## src/rtl/snail_scan_ctrl.sv

```systemverilog
// Word-to-serial scan controller: shifts a captured word MSB-first through an
// overlapping Mealy pattern detector and returns the per-word match count.
module snail_scan_ctrl #(
  parameter int unsigned     WORD_W  = 16,
  parameter int unsigned     PLEN    = 4,
  parameter logic [PLEN-1:0] PATTERN = 4'b1101,
  parameter int unsigned     CNT_W   = 5
) (
  input  logic              clk,
  input  logic              reset,
  input  logic              in_valid,
  output logic              in_ready,
  input  logic [WORD_W-1:0] in_data,
  output logic              ser_bit,
  output logic              ser_valid,
  output logic              hit,
  output logic              busy,
  output logic              out_valid,
  input  logic              out_ready,
  output logic [CNT_W-1:0]  match_cnt
);

  localparam int unsigned IDX_W  = (WORD_W > 1) ? $clog2(WORD_W) : 1;
  localparam int unsigned SEEN_W = $clog2(PLEN);

  localparam logic [IDX_W-1:0]  IDX_LAST = IDX_W'(WORD_W - 1);
  localparam logic [SEEN_W-1:0] SEEN_MAX = SEEN_W'(PLEN - 1);

  localparam logic [1:0] IDLE  = 2'd0;
  localparam logic [1:0] SHIFT = 2'd1;
  localparam logic [1:0] DONE  = 2'd2;

  logic [1:0]        state_q, state_d;
  logic [WORD_W-1:0] sreg_q, sreg_d;
  logic [IDX_W-1:0]  idx_q, idx_d;
  logic [PLEN-2:0]   hist_q, hist_d;
  logic [SEEN_W-1:0] seen_q, seen_d;
  logic [CNT_W-1:0]  cnt_q, cnt_d;

  logic              in_shift;
  logic [PLEN-1:0]   window;

  assign in_shift  = (state_q == SHIFT);
  assign ser_valid = in_shift;
  assign ser_bit   = in_shift & sreg_q[WORD_W-1];
  // Last PLEN-1 bits plus the bit on the wire this cycle.
  assign window    = {hist_q, ser_bit};
  // seen saturates at PLEN-1, so equality is the same as >=.
  assign hit       = in_shift && (seen_q == SEEN_MAX) && (window == PATTERN);

  assign in_ready  = (state_q == IDLE);
  assign busy      = (state_q != IDLE);
  assign out_valid = (state_q == DONE);
  assign match_cnt = cnt_q;

  always_comb begin
    state_d = state_q;
    sreg_d  = sreg_q;
    idx_d   = idx_q;
    hist_d  = hist_q;
    seen_d  = seen_q;
    cnt_d   = cnt_q;
    case (state_q)
      IDLE: begin
        if (in_valid) begin
          sreg_d  = in_data;
          idx_d   = '0;
          hist_d  = '0;
          seen_d  = '0;
          cnt_d   = '0;
          state_d = SHIFT;
        end
      end
      SHIFT: begin
        sreg_d = sreg_q << 1;
        hist_d = window[PLEN-2:0];
        seen_d = (seen_q == SEEN_MAX) ? seen_q : seen_q + SEEN_W'(1);
        cnt_d  = cnt_q + CNT_W'(hit);
        idx_d  = idx_q + IDX_W'(1);
        if (idx_q == IDX_LAST) begin
          state_d = DONE;
        end
      end
      DONE: begin
        if (out_ready) begin
          state_d = IDLE;
        end
      end
      default: state_d = IDLE;
    endcase
  end

  always_ff @(posedge clk) begin
    if (reset) begin
      state_q <= IDLE;
      sreg_q  <= '0;
      idx_q   <= '0;
      hist_q  <= '0;
      seen_q  <= '0;
      cnt_q   <= '0;
    end else begin
      state_q <= state_d;
      sreg_q  <= sreg_d;
      idx_q   <= idx_d;
      hist_q  <= hist_d;
      seen_q  <= seen_d;
      cnt_q   <= cnt_d;
    end
  end

endmodule

```

## config.mk

```make
export PLATFORM = sky130hd
export DESIGN_NAME = snail_scan_ctrl
export DESIGN_NICKNAME = d
export VERILOG_FILES = /design/src/rtl/snail_scan_ctrl.sv
export SDC_FILE = /design/constraint.sdc
export NUM_CORES = 1
export LEC_CHECK = 0
export ABC_CLOCK_PERIOD_IN_PS = 4300
export CAP_MARGIN = 20
export CORE_UTILIZATION = 55
export CTS_CLUSTER_SIZE = 25
export DETAILED_ROUTE_END_ITERATION = 16
export PLACE_DENSITY = 0.94
export SLEW_MARGIN = 30
export SYNTH_ARGS = -nofsm -noshare
export SYNTH_HDL_FRONTEND = slang
export SYNTH_SLANG_ARGS = --single-unit
```

## constraint.sdc

```tcl
create_clock -name clk -period 4.3 [get_ports clk]
set_input_delay 0.86 -clock clk [delete_from_list [all_inputs] [get_ports clk]]
set_output_delay 0.86 -clock clk [all_outputs]
set_load 0.1 [all_outputs]
```

==> flow_summary.ini <==
[hold_path]
worstHoldPathCells = 2
min_to = sreg_q[0]
worstHoldStart = sreg_q[0]
hold_path.class = register to register

[clock_network]
cts_buffers = 5
cts_tree = yes
clk_latency_ns = 0.33
hold_buffers = 0
cts_resized = 0
cts_max_path_buffers = 2
clock-root-buffer = clkbuf_4
post-cts-setup-buffers = 0
clk_pin_slew_worst_paths_ns = 0.09
cts_max_level = 2
cts_sinks = 32

[worst_setup_path]
path_max_fanout = 14
cp-end-kind = primary output
crit_start = state_q[0]
critPathMaxStageDelay_ns = 1.18
r2r_cells = 9
timing.rr.start = state_q[1]
arrival_ns = 2.27
cp-start-kind = register
path_cells = nor2_1 > clkdlybuf4s50_1
crit_type = register to primary output
rrSetupSlack_ns = 1.99
critPathRequiredTime_ns = 3.44
cp_slowest_cell = clkdlybuf4s50_1
r2r-end = match_cnt[4]

[pwr]
vdd_drop_max_mv = 0.213
powerDensity_nw_per_um2 = 313
leakage_nw = 0.825

[detailed_routing]
ant_nets = 0
dr.pass1.iters = 10
wire_per_inst_um = 13.7
drt-initial-drc-count = 100
vias = 1449
route.detailed.drc = 1
wirelength_mm = 3.43
vias_per_cell = 5.77

[die]
core_um2 = 2810
die_h_um = 56.9
initial_utilization = 0.591
core.rowCount = 19
die_w_um = 56.9
die-area_um2 = 3240
io_pins = 31

[timing]
finalHoldViolCount = 0
max_freq_mhz = 319
fin_crit_sh = 0.728
slew_violations = 0
setup_viol = 0
rsz0062_at_grt = false
fin_skew_ns = 0.00405
setup_tns_ns = 0
worst_slew_pin_slew_ns = 0.974
fin_crit_ns = 3.13
slew_headroom = 0.349

[global_routing]
grt_busiest_layer = met2
grt_max_degree = 35
grt_antenna_before_repair = 0
use_met2 = 0.378
grt_pass1_wl_mm = 5.91
grt.overflow.total = 0
met3_usage = 0.0530
first_global_vias = 1325
use_met1 = 0.291
grt_use_total = 0.231

[yosys]
yosysUniqueCellTypes = 35
ys_ff_latch = 32
ys_warn_count = 0
syn_inst = 195
syn_area_um2 = 1660
syn_area_per_cell_um2 = 8.51
ys_seq_area_frac = 0.386
syn-num-nets = 219

[layout]
fin_cells = 251
nNetsFinal = 243
final_cell_mix = nor2_1 (35), dfxtp_1 (32), a21oi_1 (28), clkdlybuf4s50_1 (25), inv_1 (17)
fillers = 221
layout-drive-gt1-share = 0.177
final_common_cell = nor2_1
diodes = 0
syn2layout_area_growth_pct = 19.2

[flow_run]
cap_violations = 0

[placed_design]
numPlacedInstances = 243
hpwl_mm = 2.19
port_buffers = 30
globalplace.congestion = 0.725

[outcome]
status = finished with violations
violations = design-rule violations
state kept, by name (all words and copies together), names as in the netlist:
signal	cells
hist_q	3
idx_q	4
match_cnt	5
seen_q	2
sreg_q	16
state_q	2
logic make-up (layout without fill, tap and decap cells):
| kind of cell | Yosys count | count (layout) | share of synthesized area |
|---|---|---|---|
| AOI/OAI and AO/OA | 60 | 60 | 0.268 |
| and+or+nand+nor | 60 | 60 | 0.184 |
| muxes | 4 | 4 | 0.0287 |
| adders and majority gates | 4 | 4 | 0.0302 |
| buffers and inverters | 35 | 60 | 0.103 |
| DFF | 32 | 32 | 0.386 |
metal layers:
metal  vias up  wire length [µm]  share of wire
li1        745                 -              -
met1       660              1580           0.46
met2        35              1620           0.47
met3         9               161          0.047
met4         0                63          0.018
met5         -                 0              0
how the worst max path moves through the flow:
stage                    end
floorplan               busy
global placement    in_ready
detailed placement  in_ready
CTS                 in_ready
global route        in_ready
finish              in_ready
power by group:
part	leakage, nW	total, mW	switching (mW)	internal (mW)
logic	0.530	0.111	0.0607	0.0503
clock network	0.0326	0.179	0.0988	0.0806
registers	0.263	0.328	0.0151	0.313
total	0.825	0.618	0.175	0.444
metrics by stage:
step | utilization | area, µm² | setup slack, ns | hold slack (ns) | total power [mW]
final | 0.705 | 1980 | 1.17 | 0.478 | 0.618
after global routing | 0.705 | 1980 | 1.10 | 0.520 | 0.648
after CTS | 0.705 | 1980 | 1.17 | 0.478 | 0.621
after detailed placement | 0.684 | 1920 | 1.54 | 0.465 | 0.445
after global placement | 0.684 | 1920 | 1.55 | 0.456 | 0.442
after floorplan | - | 1660 | 0.589 | 0.445 | 0.414
worst max-delay path, delay by kind of cell, from the launching register on:
family | cells | cell delay (ns)
buf+inv | 1 | 1.18
simple gates | 1 | 0.27
flops | 1 | 0.49
Yosys cell counts:
cell type,n,area (µm²)
dfxtp_1,32,641
nand4_2,1,12.5
ha_1,4,50.1
nand3b_1,1,7.51
o221a_2,14,158
nor4b_1,1,8.76
o21ai_0,1,5.00
a22oi_1,6,45.0
nor3_1,2,10.0
nor2b_1,2,12.5
o21a_1,1,7.51
nor3b_1,6,45.0
buf_8,1,15.0
a21oi_1,28,140
nand2b_4,1,13.8
o21bai_2,1,11.3
and4_1,1,8.76
a41oi_1,1,8.76
inv_1,17,63.8
nand4b_1,1,8.76
a32oi_1,1,8.76
nand4_1,2,12.5
nor2_1,35,131
nor4_1,1,6.26
clkbuf_1,8,30.0
o22a_1,4,35.0
buf_2,6,30.0
nand2_1,4,15.0
mux2i_1,1,10.0
a31o_2,3,26.3
nand2b_1,2,12.5
mux2_4,1,15.0
buf_6,2,22.5
mux2_2,2,22.5
clkinv_4,1,8.76
area by class of cell:
class                           instances  area, µm²  area share
Timing Repair Buffer                   34        318       0.161
Clock buffer                            8       58.8      0.0297
Multi-Input combinational cell        128        848       0.429
Inverter                               18       72.6      0.0367
Sequential cell                        32        641       0.324
Tap cell                               31       38.8      0.0196
Power figures use the tool's default switching activity.
